<file path="src/rtl/hazard_scoreboard.sv">
// Pipeline hazard scoreboard: shadow EXE/MEM destinations, operand forwarding
// selects, load-use and mul/div stalls, and redirect flush control.
//
// Ports:
//   clk, resetn                      clock, async active-low reset
//   idValid, idRs1, idRs2            ID instruction valid and source addresses
//   idUse1, idUse2                   source is actually read
//   idRd, idWreg                     ID destination and regfile write enable
//   idLoad, idMulDiv                 ID instruction class
//   exRedirect                       taken branch/jump resolved in EXE
//   qaSel, qbSel                     operand source: 0 regfile, 1 EXE, 2 MEM
//   pcStall, ifidStall               hold PC and IF/ID
//   ifidFlush, idexFlush             squash IF/ID, bubble into ID/EX
//   mdBusy, mdWe, mdRd               mul/div occupancy, writeback pulse, dest
module hazard_scoreboard #(
    parameter int NREGS = 32,
    parameter int MDLAT = 4,
    parameter int FWD_MEM = 1,
    localparam int AW = $clog2(NREGS)
) (
    input  logic          clk,
    input  logic          resetn,
    input  logic          idValid,
    input  logic [AW-1:0] idRs1,
    input  logic [AW-1:0] idRs2,
    input  logic          idUse1,
    input  logic          idUse2,
    input  logic [AW-1:0] idRd,
    input  logic          idWreg,
    input  logic          idLoad,
    input  logic          idMulDiv,
    input  logic          exRedirect,
    output logic [1:0]    qaSel,
    output logic [1:0]    qbSel,
    output logic          pcStall,
    output logic          ifidStall,
    output logic          ifidFlush,
    output logic          idexFlush,
    output logic          mdBusy,
    output logic          mdWe,
    output logic [AW-1:0] mdRd
);

    localparam logic       FWD = (FWD_MEM != 0);
    localparam logic [3:0] MDL = 4'(MDLAT);

    logic [AW-1:0] exRd, memRd, mdRdQ;
    logic          exWreg, exLoad, memWreg, mdWregQ;
    logic [3:0]    mdCnt;

    logic src1, src2;
    logic exHit1, exHit2, memHit1, memHit2;
    logic mdHit1, mdHit2, wawHit;
    logic mdStall, luStall, issue;

    // Address 0 is excluded at the source so it never matches anything.
    assign src1 = idUse1 && (idRs1 != '0);
    assign src2 = idUse2 && (idRs2 != '0);

    assign exHit1  = src1 && exWreg && (exRd == idRs1);
    assign exHit2  = src2 && exWreg && (exRd == idRs2);
    assign memHit1 = src1 && memWreg && (memRd == idRs1);
    assign memHit2 = src2 && memWreg && (memRd == idRs2);
    assign mdHit1  = src1 && (idRs1 == mdRdQ);
    assign mdHit2  = src2 && (idRs2 == mdRdQ);
    assign wawHit  = idWreg && (idRd != '0) && (idRd == mdRdQ);

    assign mdBusy = (mdCnt != 4'd0);
    assign mdWe   = (mdCnt == 4'd1) && mdWregQ;
    assign mdRd   = mdRdQ;

    assign mdStall = idValid && mdBusy &&
                     (idMulDiv || mdHit1 || mdHit2 || wawHit);

    // A load in EXE has no data yet; without MEM forwarding a MEM
    // producer must also wait one cycle for writeback.
    assign luStall = idValid &&
                     ((exLoad && (exHit1 || exHit2)) ||
                      (!FWD && (memHit1 || memHit2)));

    function automatic logic [1:0] fwdSel(input logic exh, input logic memh);
        logic [1:0] s;
        s = 2'd0;
        if (exh && !exLoad)
            s = 2'd1;
        else if (FWD && memh)
            s = 2'd2;
        return s;
    endfunction

    always_comb begin
        qaSel = 2'd0;
        qbSel = 2'd0;
        if (idValid) begin
            qaSel = fwdSel(exHit1, memHit1);
            qbSel = fwdSel(exHit2, memHit2);
        end
    end

    // Redirect overrides every stall; stalls override issue.
    always_comb begin
        pcStall   = 1'b0;
        ifidStall = 1'b0;
        ifidFlush = 1'b0;
        idexFlush = 1'b0;
        issue     = 1'b0;
        if (exRedirect) begin
            ifidFlush = 1'b1;
            idexFlush = 1'b1;
        end else if (mdStall || luStall) begin
            pcStall   = 1'b1;
            ifidStall = 1'b1;
            idexFlush = 1'b1;
        end else begin
            issue = idValid;
        end
    end

    // Shadow EXE/MEM stages; mul/div never enters the shadow EXE.
    always_ff @(posedge clk or negedge resetn) begin
        if (!resetn) begin
            exRd    <= '0;
            exWreg  <= 1'b0;
            exLoad  <= 1'b0;
            memRd   <= '0;
            memWreg <= 1'b0;
        end else begin
            memRd   <= exRd;
            memWreg <= exWreg;
            if (issue && !idMulDiv) begin
                exRd   <= idRd;
                exWreg <= idWreg;
                exLoad <= idLoad;
            end else begin
                exRd   <= '0;
                exWreg <= 1'b0;
                exLoad <= 1'b0;
            end
        end
    end

    // Mul/div tracker: a redirect only blocks a new issue, it never
    // cancels a tracked operation.
    always_ff @(posedge clk or negedge resetn) begin
        if (!resetn) begin
            mdCnt   <= 4'd0;
            mdRdQ   <= '0;
            mdWregQ <= 1'b0;
        end else if (issue && idMulDiv) begin
            mdCnt   <= MDL;
            mdRdQ   <= idRd;
            mdWregQ <= idWreg;
        end else if (mdCnt != 4'd0) begin
            mdCnt <= mdCnt - 4'd1;
        end
    end

endmodule

</file>
<file path="config.mk">
export PLATFORM = sky130hd
export DESIGN_NAME = hazard_scoreboard
export DESIGN_NICKNAME = d
export VERILOG_FILES = /design/src/rtl/hazard_scoreboard.sv
export SDC_FILE = /design/constraint.sdc
export NUM_CORES = 1
export LEC_CHECK = 0
export CORE_MARGIN = 2
export CORE_UTILIZATION = 51
export CTS_BUF_LIST = sky130_fd_sc_hd__clkbuf_4 sky130_fd_sc_hd__clkbuf_8 sky130_fd_sc_hd__clkbuf_16
export CTS_CLUSTER_DIAMETER = 50
export DETAILED_ROUTE_END_ITERATION = 10
export GPL_ROUTABILITY_DRIVEN = 0
export MAX_ROUTING_LAYER = met4
export PLACE_DENSITY = 0.93
export SYNTH_ARGS = -nofsm -noshare
export SYNTH_HDL_FRONTEND = slang
export SYNTH_SLANG_ARGS = --single-unit
</file>
<file path="constraint.sdc">
create_clock -name clk -period 3.9 [get_ports clk]
set_input_delay 0.585 -clock clk [delete_from_list [all_inputs] [get_ports clk]]
set_output_delay 0.585 -clock clk [all_outputs]
set_load 0.005 [all_outputs]
</file>
### Word level (Yosys, flattened, before mapping)

Cells that the tools add are included.

| operators by class | value |
|---|---|
| $add $sub $neg | 1 |
| equal/unequal tests | 8 |
| multiplexer cells | 17 |
| reduce and logical (&&, ||, !) cells | 35 |

Operators with widths:

| cell | number |
|---|---|
| $eq A5 B5 Y1 | 7 |
| $logic_and A1 B1 Y1 | 23 |
| $reduce_bool A5 Y1 | 3 |
| $mux W2 | 6 |
| $mux W1 | 8 |
| $mux W4 | 2 |
| $logic_or A1 B1 Y1 | 5 |
| $mux W5 | 1 |
| $eq A4 B1 Y1 const B | 1 |
| $reduce_bool A4 Y1 | 1 |
| $sub A4 B1 Y4 const B | 1 |
| $logic_not A1 Y1 | 2 |
| $reduce_bool A2 Y1 | 1 |

| storage, ports and cells | value |
|---|---|
| register bits after elaboration | 23 |
| output and inout bits | 15 |
| logic and storage cells | 69 |

### Longest topological paths before layout

Gate-level depths: netlist (run 1).

| depth | value |
|---|---|
| depth in word-level cells | 12 |
| depth in mapped cells | 10 |

### Worst setup path after synthesis (run 1)

Ideal clock, no wire load.

| timing path | value |
|---|---|
| path kind | flip-flop to output port |
| start point | reg mdCnt[0] |
| end point | out pcStall |
| data arrival time | 2.029 ns |
| slack | 1.286 ns |
| stages on the path, launching flop included | 11 |
| path through | dfrtp_1 > inv_1 > ha_1 > or3b_2 > clkbuf_1 > nand2_1 > nor3_1 > a31oi_1 > nand2b_1 > o21ba_2 > buf_4 |

| between the ends | value |
|---|---|
| longest elaborated chain between the ends | 6 |

RTL lines:

| element | RTL line | source |
|---|---|---|
| start: declaration | 49 | `logic [3:0] mdCnt;` |
| start signal: assignment | 154 | `mdCnt <= mdCnt - 4'd1;` |
| $reduce_bool A4 Y1 | 68 | `assign mdBusy = (mdCnt != 4'd0);` |
| net mdBusy | 39 | `output logic mdBusy,` |
| $logic_and A1 B1 Y1 (2 in a row) | 72 | `assign mdStall = idValid && mdBusy &&` |
| $logic_or A1 B1 Y1 | 110 | `end else if (mdStall \|\| luStall) begin` |
| $mux W1 (2 in a row) | -- |  |
| end: declaration | 35 | `output logic pcStall,` |

The timed path passes the listed nets, and every way through them passes these cells.

### Worst setup path after layout (run 1)

| timing path | value |
|---|---|
| start point | in idRs1[1] |
| end point | out idexFlush |

| between the ends | value |
|---|---|
| longest elaborated chain between the ends | 10 |
| elaborated cells between the ends (all ways) | 17 |
| classes of those cells | eq/ne (2); mux (2); reduce/logical (13) |

RTL lines:

| element | RTL line | source |
|---|---|---|
| start: declaration | 24 | `input logic [AW-1:0] idRs1,` |
| $reduce_bool A5 Y1 | 57 | `assign src1 = idUse1 && (idRs1 != '0);` |
| $logic_and A1 B1 Y1 | 57 |  |
| $logic_and A1 B1 Y1 (on tied branches) | 64, 60 |  |
| $logic_or A1 B1 Y1 / $logic_and A1 B1 Y1 (equally long branches) | 73, 60 |  |
| $logic_or A1 B1 Y1 (on tied branches) | 73, 78 |  |
| $logic_or A1 B1 Y1 / $logic_and A1 B1 Y1 (equally long branches) | 73, 78 |  |
| $logic_and A1 B1 Y1 (on tied branches) | 72, 77 |  |
| $logic_or A1 B1 Y1 (*) | 110 |  |
| $mux W1 (*) | 110 |  |
| $mux W1 (*) | 107 | `if (exRedirect) begin` |
| end: declaration | 38 | `output logic idexFlush,` |

Every way passes the cells marked *; elsewhere a longest branch is shown, timed or not.

==> results of run 1 <==
-- cells in the mapped netlist, drive strengths merged --
cell type,instances
a21o,1
a21oi,1
a31oi,1
a41oi,1
and2,8
and4bb,1
buf,3
clkbuf,1
dfrtp,23
ha,2
inv,3
mux2,6
nand2,6
nand2b,3
nand3,3
nand3b,1
nand4,3
nand4b,1
nor2,5
nor2b,1
nor3,6
nor4,5
nor4b,1
o211a,1
o21a,1
o21ai,3
o21ba,1
o21bai,1
or2,1
or3,1
or3b,1
or4,3
xnor2,16
xor2,19
-- layout make-up --
class / count / area share
well taps: 31 / 0.02100
repair buffers: 39 / 0.2100
clock buffers: 4 / 0.01626
multi-input cells: 104 / 0.4350
inverters: 3 / 0.006098
flip-flops and latches: 23 / 0.3117
-- power by group --
group | switching (mW) | internal, mW
combinational | 0.141 | 0.233
clock | 0.0706 | 0.0469
sequential | 0.0830 | 0.295
total | 0.294 | 0.575
-- kinds of logic (layout without fill, tap and decap cells) --
group,count (synthesis),count (layout)
adder cells (fa/ha/maj),2,2
multiplexers,6,6
XOR/XNOR,35,35
buffers and inverters,7,46
flip-flops,23,23
AND/OR/NAND/NOR,50,50
AO/OA/AOI/OAI,11,11
-- layer usage --
layer  wire (um)  global-route usage  vias up
met3         171             0.03687        7
met4          65              0.1163        0
met2        1721              0.3704       43
met1        1464              0.2853      550
met5           0                   -        -
li1            -                   -      542
-- state kept, by name, indices dropped and copies added (netlist names) --
register / count
memRd: 5
exWreg: 1
exLoad: 1
mdWregQ: 1
exRd: 5
memWreg: 1
mdRd: 5
mdCnt: 4
-- worst min path at each step --
stage	from	end	cells past startpoint	slack [ps]
after floorplan	resetn	exLoad	0	290
after global placement	exWreg	memWreg	0	400
after detailed placement	exWreg	memWreg	0	400
after CTS	exWreg	memWreg	0	430
after global routing	exWreg	memWreg	0	440
final	exWreg	memWreg	0	430
-- placed cells by master (no fill, tap or decap), types with 2 or more instances in the layout --
| master | netlist | layout |
|---|---|---|
| xor2_1 | 19 | 19 |
| nor2_1 | 5 | 5 |
| o21ai_0 | 2 | 2 |
| dfrtp_1 | 23 | 23 |
| inv_1 | 3 | 3 |
| nor4_1 | 5 | 5 |
| nand4_1 | 3 | 3 |
| nand3_1 | 3 | 3 |
| nor3_1 | 6 | 6 |
| and2_1 | 8 | 8 |
| clkbuf_4 | 0 | 4 |
| nand2_1 | 6 | 6 |
| clkdlybuf4s50_1 | 0 | 38 |
| mux2_4 | 6 | 6 |
| nand2b_1 | 3 | 3 |
| or4_1 | 2 | 2 |
| ha_1 | 2 | 2 |
| xnor2_1 | 16 | 16 |
-- worst max-delay path, delay by kind of cell --
| family | cells | cell delay [ps] |
|---|---|---|
| AND/OR/NAND/NOR | 4 | 1240 |
| AO/OA/AOI/OAI | 2 | 250 |
| buffers and inverters | 2 | 960 |
==> metrics.md, run 1 <==
| Metric | Value |
|---|---|
| RR Endpoint | `mdRd[3]` |
| CTS root buffer | `clkbuf_4` |
| Post-layout worst setup margin | `283.3 ps` |
| Maxcap violations | `0` |
| Sequential-to-total area share from yosys stat | `0.4053` |
| Post-Synth Adder-Cell Area | `0.01762` |
| Placement Cell Area | `around 1800 sq um` |
| Fill cells | `207` |
| Pre-CTS setup slack | `between 300 and 400 ps` |
| First-pass GRT wire length | `5671 um` |
| RSZ-0062 raised after global routing | `no` |
| Total track usage | `0.2320` |
| Max Root-Sink Buffers | `2` |
| FF+latch count, synth | `23` |
| Layout Utilization | `0.6814` |
| Area Overhead vs Synth | `30.04%` |
| Slowest-stage cell, CP | `or4_1` |
| Mux cell area share after synthesis | `0.06344` |
| # setup viols final | `0` |
| Post-synthesis average cell area | `approximately 11 sq um` |
| Post-CTS sizing | `0` |
| Status | `completed` |
| Nets | `200` |
| Number of global-route vias before repair | `1256` |
| DRC errors left | `0` |
| Area contributors post-synth | `dfrtp_1 41%, xor2_1 12%, xnor2_1 9.9%` |
| Top achievable clock speed | `between 200 and 300 MHz` |
| CTS tree | `done` |
| Synth Area in Simple Gates | `0.2088` |
| Post-synthesis cell area | `between 1000 and 1500 sq um` |
| # hold bufs at CTS | `0` |
| Starting Density | `0.5240` |
| Inst Count DP | `200` |
| PD cells | `470.6 nW/um^2` |
| Crit path top cell by count | `clkdlybuf4s50_1` |
| Crit. Startpoint | `idRs1[1]` |
| Tmin final | `3617 ps` |
| CP max stage delay | `580 ps` |
| Final setup skew | `2.075 ps` |
| Total number of yosys warnings | `0` |
| Min-Delay Path Class | `flop to flop` |
| Xor and xnor area share after synthesis | `0.2159` |
| Number of CTS-inserted buffers | `3` |
| Unique masters post-synth | `37` |
| Setup crit end | `idexFlush` |
| Syn_nets | `160` |
| Finished Cell Area | `roughly 1800 sq um` |
| Vias/cell | `5.598` |
| WP data required | `3310 ps` |
| Final Max Slew Viols | `0` |
| Largest net degree at the start of global routing | `24` |
| Post-CTS Setup Inserts | `0` |
| Total power draw | `0.8690 mW` |
| DRT antenna net count | `0` |
| Layout Cells excl Fill | `204` |
| Layout cells sized above 1 | `0.1040` |
| Grt ovf | `0` |
| Complex-gate fraction of the synthesized area | `0.05991` |
| Slew @ Worst Pin | `1068 ps` |
| H-tree depth | `1` |
| Ant. Diodes | `0` |
| Storage cell area | `around 580 sq um` |
| Synth area leader | `dfrtp_1` |
| Synth Instances | `134` |
| Final wirelength | `3422 um` |
| Fin crit share | `0.9274` |
| Setup tns final | `0 ps` |
| Worst-case vdd ir drop | `0.0003826 V` |
| Clock transition at the registers of the reported paths | `120 ps` |
| I/O Buffers | `38` |
| Final hold violation count | `0` |
| CP Cell Sequence | `clkdlybuf4s50_1 > or4_1 > o21ai_2 > nand4b_1 > a21oi_2 > nand2b_1 > or2_2 > clkdlybuf4s50_1` |
| CP Data Arrival Time | `3030 ps` |
| Initial antenna violation count | `0` |
| Worst reg-to-reg path cell count | `5` |
| Die width | `56.77 um` |
| R2r setup slk | `roughly 1600 ps` |
| CTS Sinks | `23` |
| FF-to-FF Start | `mdCnt[0]` |
| Lkg Pwr | `0.8122 nW` |
| Clock latency on the worst-skew pair | `between 300 and 400 ps` |
| DRT iter0 DRCs | `31` |
| Worst setup EP type | `primary output` |
| Placed wire-length estimate | `about 2700 um` |
| Num ports | `39` |
| Crit Path Max Fanout | `4` |
| Vias post-DR | `1142` |
| Max-slew headroom | `0.2858` |
| WHS | `between 400 and 500 ps` |
| # rows | `19` |
| Routed WL per cell | `16.77 um` |
| Core box area | `around 2700 sq um` |
| Pre-antenna DRT Iters | `4` |
| DIE AREA | `3223 sq um` |
| Largest family of logic cells by synthesized area | `XOR/XNOR gates` |
| CP Launch Type | `primary input` |
| Footprint of the multi-input gates | `~800 sq um` |
| Post-synth top area share | `0.4053` |
| Die Height | `56.77 um` |
| Worst setup path class | `primary input to primary output` |
Note: power is estimated with default switching activity, not from simulation.
==> run 2: changes to the inputs <==
Settings changed: CORE_UTILIZATION 51 to 48, PLACE_DENSITY 0.93 to 0.89.
Clock period 3.9 ns to 3.85 ns, I/O delays scaled along.
==> metrics.md, run 2 (synthesized netlist as in run 1, its figures left out) <==
| Metric | Value |
|---|---|
| Worst setup EP type | `primary output` |
| Lkg Pwr | `0.8029 nW (-1.1%)` |
| # hold bufs at CTS | `0 (unchanged)` |
| DRT iter0 DRCs | `21 (-32%)` |
| # rows | `19 (unchanged)` |
| Die width | `58.39 um (+2.9%)` |
| Commonest non-fill, non-tap cells in the layout | `38 x clkdlybuf4s50_1, 23 x dfrtp_1, 19 x xor2_1, 16 x xnor2_1, 8 x and2_1` |
| Number of CTS-inserted buffers | `3 (unchanged)` |
| Vias post-DR | `1113 (-2.5%)` |
| Pre-antenna DRT Iters | `4 (unchanged)` |
| DIE AREA | `3409 sq um (+5.8%)` |
| Maxcap violations | `0 (unchanged)` |
| Largest net degree at the start of global routing | `24 (unchanged)` |
| Status | `completed` |
| Placed wire-length estimate | `2753 um (+1.2%)` |
| Slew @ Worst Pin | `1026 ps (-41.83 ps)` |
| Core box area | `2781 sq um (+2.6%)` |
| Min-Delay Path Class | `flop to flop` |
| R2r setup slk | `1530 ps (-60 ps)` |
| Routed WL per cell | `16.70 um (-0.45%)` |
| FF-to-FF Start | `mdCnt[0]` |
| Final hold violation count | `0 (unchanged)` |
| Nets | `199 (-0.50%)` |
| Setup crit end | `idexFlush` |
| Initial antenna violation count | `0 (unchanged)` |
| Ant. Diodes | `0 (unchanged)` |
| Worst reg-to-reg path cell count | `8 (+3)` |
| Post-CTS Setup Inserts | `0 (unchanged)` |
| Post-CTS sizing | `0 (unchanged)` |
| CTS Sinks | `23 (unchanged)` |
| PD cells | `479.9 nW/um^2 (+2.0%)` |
| # setup viols final | `0 (unchanged)` |
| Starting Density | `0.5106 (-0.01344)` |
| CTS tree | `done` |
| Final Max Slew Viols | `0 (unchanged)` |
| Finished Cell Area | `1839 sq um (-0.41%)` |
| Max-slew headroom | `0.3137 (+0.02797)` |
| Clock transition at the registers of the reported paths | `140 ps (+20 ps)` |
| Setup tns final | `0 ps (unchanged)` |
| Total track usage | `0.2208 (-0.01119)` |
| Max Root-Sink Buffers | `2 (unchanged)` |
| Final wirelength | `3390 um (-0.94%)` |
| DRT antenna net count | `0 (unchanged)` |
| First-pass GRT wire length | `5437 um (-4.1%)` |
| Num ports | `39 (unchanged)` |
| WP data required | `3270 ps (-40 ps)` |
| RR Endpoint | `exRd[1]` |
| Crit Path Max Fanout | `4 (unchanged)` |
| Clock latency on the worst-skew pair | `320 ps (about the same)` |
| Die Height | `58.39 um (+2.9%)` |
| Area Overhead vs Synth | `29.52%` |
| Total power draw | `0.8826 mW (+1.6%)` |
| H-tree depth | `1 (unchanged)` |
| DRC errors left | `0 (unchanged)` |
| CP Launch Type | `primary input` |
| Number of global-route vias before repair | `1155 (-8.0%)` |
| Commonest non-fill, non-tap cell in the layout | `clkdlybuf4s50_1` |
| CTS root buffer | `clkbuf_4` |
| Tmin final | `around 3600 ps` |
| Grt ovf | `0 (unchanged)` |
| Final setup skew | `1.881 ps (-0.1947 ps)` |
| Crit. Startpoint | `idRs1[1]` |
| CP Data Arrival Time | `3040 ps (about the same)` |
| Worst-case vdd ir drop | `0.0003989 V (+4.3%)` |
| I/O Buffers | `38 (unchanged)` |
| Fin crit share | `0.9385` |
| Vias/cell | `5.483 (-2.1%)` |
| Worst setup path class | `primary input to primary output` |
| RSZ-0062 raised after global routing | `no` |
| Layout cells sized above 1 | `0.09884 (-0.005209)` |
| Top achievable clock speed | `276.8 MHz` |
| Placement Cell Area | `1809 sq um (-0.41%)` |
## run 2: report_power, final
part	internal [mW]	total [mW]	switching (mW)	leakage (nW)
Sequential	0.298	0.381	0.0829	0.302
Combinational	0.237	0.380	0.144	0.486
Clock	0.0398	0.121	0.0812	0.0139
## run 2: stage by stage
step                      hold WS (ps)  utilization  setup slack (ps)  std cells
after floorplan                  281.9            -              1244        134
after global placement           406.3       0.6505             307.1        199
after detailed placement         406.3       0.6505             271.4        199
after CTS                        435.7       0.6613             261.7        203
after global routing             450.9       0.6613             140.3        203
final                            442.1       0.6613             236.7        203
## run 2: worst max-delay path, cell delays in order
cell	delay [ps]
clkdlybuf4s50_1	510
or4_1	580
o21ai_2	170
nand4b_1	200
a21oi_2	90
nand2b_1	160
or2_2	300
clkdlybuf4s50_1	450
## run 2: area by class of cell
cell class                      instances  area (sq um)
Clock buffer                            3         22.52
Fill cell                             206         942.2
Sequential cell                        23         575.6
Inverter                                3         11.26
Clock inverter                          1         7.507
Multi-Input combinational cell        104         803.3
Tap cell                               31         38.79
Timing Repair Buffer                   38         380.4
## run 2: worst min-delay path by stage
| stage | start | end | slack, ps | depth (start not counted) |
|---|---|---|---|---|
| 5_1_grt | exWreg | memWreg | 450 | 0 |
| 3_3_place_gp | exWreg | memWreg | 410 | 0 |
| 2_1_floorplan | resetn | exLoad | 280 | 0 |
| 3_5_place_dp | exWreg | memWreg | 410 | 0 |
| 6_report | exWreg | memWreg | 440 | 0 |
| 4_1_cts | exWreg | memWreg | 440 | 0 |
## run 2: metal layers
| layer | routed length [um] | GRT usage | up-vias |
|---|---|---|---|
| met3 | 153 | 0.03956 | 7 |
| li1 | - | - | 536 |
| met1 | 1500 | 0.2628 | 536 |
| met2 | 1699 | 0.3868 | 34 |
| met4 | 37 | 0.05316 | 0 |
| met5 | 0 | - | - |
==> run 3: changes to the inputs <==
==> constraint.sdc (replaced) <==
create_clock -name clk -period 3.85 [get_ports clk]
set_input_delay 0.77 -clock clk [delete_from_list [all_inputs] [get_ports clk]]
set_output_delay 0.77 -clock clk [all_outputs]
set_load 0.05 [all_outputs]
==> metrics.md, run 3 (synthesized netlist as in run 1, its figures left out) <==
| Metric | Value |
|---|---|
| Nets | `206 (+3.5%)` |
| CP max stage delay | `540 ps (-40 ps)` |
| Storage cell area | `575.6 sq um (unchanged)` |
| Die Height | `58.39 um (unchanged)` |
| Layout cells sized above 1 | `0.1788 (+0.07993)` |
| Fill cells | `224 (+8.7%)` |
| CP Cell Sequence | `clkdlybuf4s50_1 > or4_1 > o21ai_2 > nand4b_1 > a21oi_2 > nand2b_1 > or2_2 > buf_4` |
| Num ports | `39 (unchanged)` |
| Clock transition at the registers of the reported paths | `130 ps (about the same)` |
| Lkg Pwr | `0.8590 nW (+7.0%)` |
| Post-CTS sizing | `0 (unchanged)` |
| Largest net degree at the start of global routing | `24 (unchanged)` |
| Total track usage | `0.2197 (-0.001171)` |
| Pre-antenna DRT Iters | `4 (unchanged)` |
| Post-CTS Setup Inserts | `0 (unchanged)` |
| CTS tree | `done` |
| Top achievable clock speed | `274.1 MHz (-0.95%)` |
| DRT iter0 DRCs | `15 (-29%)` |
| Footprint of the multi-input gates | `809.5 sq um (+0.78%)` |
| Max-slew headroom | `0.3221 (+0.008397)` |
| Initial antenna violation count | `0 (unchanged)` |
| Crit Path Max Fanout | `3 (-1)` |
| Setup tns final | `0 ps (unchanged)` |
| Worst-case vdd ir drop | `0.0004990 V (+25%)` |
| Slowest-stage cell, CP | `or4_1` |
| Final hold violation count | `0 (unchanged)` |
| Max Root-Sink Buffers | `2 (unchanged)` |
| I/O Buffers | `38 (unchanged)` |
| DRT antenna net count | `0 (unchanged)` |
| First-pass GRT wire length | `5485 um (+0.88%)` |
| Routed WL per cell | `15.89 um (-4.9%)` |
| Grt ovf | `0 (unchanged)` |
| Core box area | `2781 sq um (unchanged)` |
| Final Max Slew Viols | `0 (unchanged)` |
| PD cells | `525.6 nW/um^2 (+9.5%)` |
| # rows | `19 (unchanged)` |
| Layout Cells excl Fill | `210 (+3.4%)` |
| WP data required | `3080 ps (-190 ps)` |
| Worst setup EP type | `primary output` |
| CTS Sinks | `23 (unchanged)` |
| DRC errors left | `0 (unchanged)` |
| Clock latency on the worst-skew pair | `320 ps (about the same)` |
| Area Overhead vs Synth | `34.01%` |
| # hold bufs at CTS | `0 (unchanged)` |
| Min-Delay Path Class | `flop to flop` |
| # setup viols final | `0 (unchanged)` |
| Vias post-DR | `1149 (+3.2%)` |
| Number of CTS-inserted buffers | `3 (unchanged)` |
| Inst Count DP | `206 (+3.5%)` |
| Ant. Diodes | `0 (unchanged)` |
| Starting Density | `0.5106 (unchanged)` |
| Vias/cell | `5.471 (-0.21%)` |
| Status | `completed` |
| CTS root buffer | `clkbuf_4` |
| Worst path top cell family by delay | `simple AND/OR/NAND/NOR gates` |
| CP Data Arrival Time | `2880 ps (-160 ps)` |
| Number of global-route vias before repair | `1275 (+10%)` |
| Die width | `58.39 um (unchanged)` |
| DIE AREA | `3409 sq um (unchanged)` |
| Fin crit share | `0.9475 (+0.009038)` |
| Worst setup path class | `primary input to primary output` |
| Final setup skew | `11.30 ps (+9.414 ps)` |
| Placed wire-length estimate | `2681 um (-2.6%)` |
| CP Launch Type | `primary input` |
| Final wirelength | `3336 um (-1.6%)` |
| Commonest non-fill, non-tap cells in the layout | `31 x clkdlybuf4s50_1, 23 x dfrtp_1, 19 x xor2_1, 16 x xnor2_1, 12 x buf_4` |
| CP Buf/Inv Count | `2 (unchanged)` |
| Slew @ Worst Pin | `1014 ps (-12.56 ps)` |
| Maxcap violations | `0 (unchanged)` |
| Tmin final | `3648 ps (+34.80 ps)` |
| Commonest non-fill, non-tap cell in the layout | `clkdlybuf4s50_1` |
| RSZ-0062 raised after global routing | `no` |
| H-tree depth | `1 (unchanged)` |
[run 3: layer usage]
metal / up-vias / GRT usage / routed length (um)
met5: - / - / 0
met4: 0 / 0.1229 / 73
met3: 9 / 0.01978 / 115
li1: 555 / - / -
met1: 550 / 0.2635 / 1450
met2: 35 / 0.3628 / 1696
[run 3: per-stage QoR]
| step | hold WS (ps) | total power [mW] | area, sq um | utilization | setup slack [ps] |
|---|---|---|---|---|---|
| after global routing | 446.4 | 1.061 | 1903 | 0.6842 | 107.4 |
| final | 434.9 | 1.000 | 1903 | 0.6842 | 201.9 |
| after detailed placement | 407.8 | 0.8926 | 1876 | 0.6743 | 217.4 |
| after floorplan | 373.8 | 0.7268 | 1426 | - | 366.7 |
| after CTS | 436.7 | 1.005 | 1903 | 0.6842 | 205.5 |
| after global placement | 395.2 | 0.8696 | 1876 | 0.6743 | 266.7 |
[run 3: worst paths after layout]
kind                            startpoint        end  slack (ps)  cells past startpoint
max in group asynchronous           resetn    mdRd[3]        2240                      1
worst max register to register    mdCnt[0]    mdRd[3]        1530                      5
worst min register to register     exRd[4]   memRd[4]         430                      0
worst min-delay path               exRd[4]   memRd[4]         430                      0
min in group asynchronous           resetn    mdRd[1]         990                      1
worst max-delay path              idRs1[1]  idexFlush         200                      8
[run 3: final cells by class]
cell class	count	share of cell area
multi-input cells	104	0.4254
clock buffers	3	0.01183
well taps	31	0.02038
flip-flops and latches	23	0.3024
repair buffers	45	0.2314
clock inverters	1	0.002630
inverters	3	0.005917
[run 3: power by group]
part | leakage, nW | internal [mW] | switching, mW
Combinational | 0.539 | 0.239 | 0.271
Sequential | 0.302 | 0.298 | 0.0793
Clock | 0.0177 | 0.0389 | 0.0735
[run 3: worst reg2reg max path: cells and delay by family, from the launching register on]
family / cells / cell delay [ps]
adder cells (fa/ha/maj): 1 / 200
buffers and inverters: 1 / 90
flip-flops: 1 / 410
multiplexers: 1 / 340
AND/OR/NAND/NOR: 2 / 1160
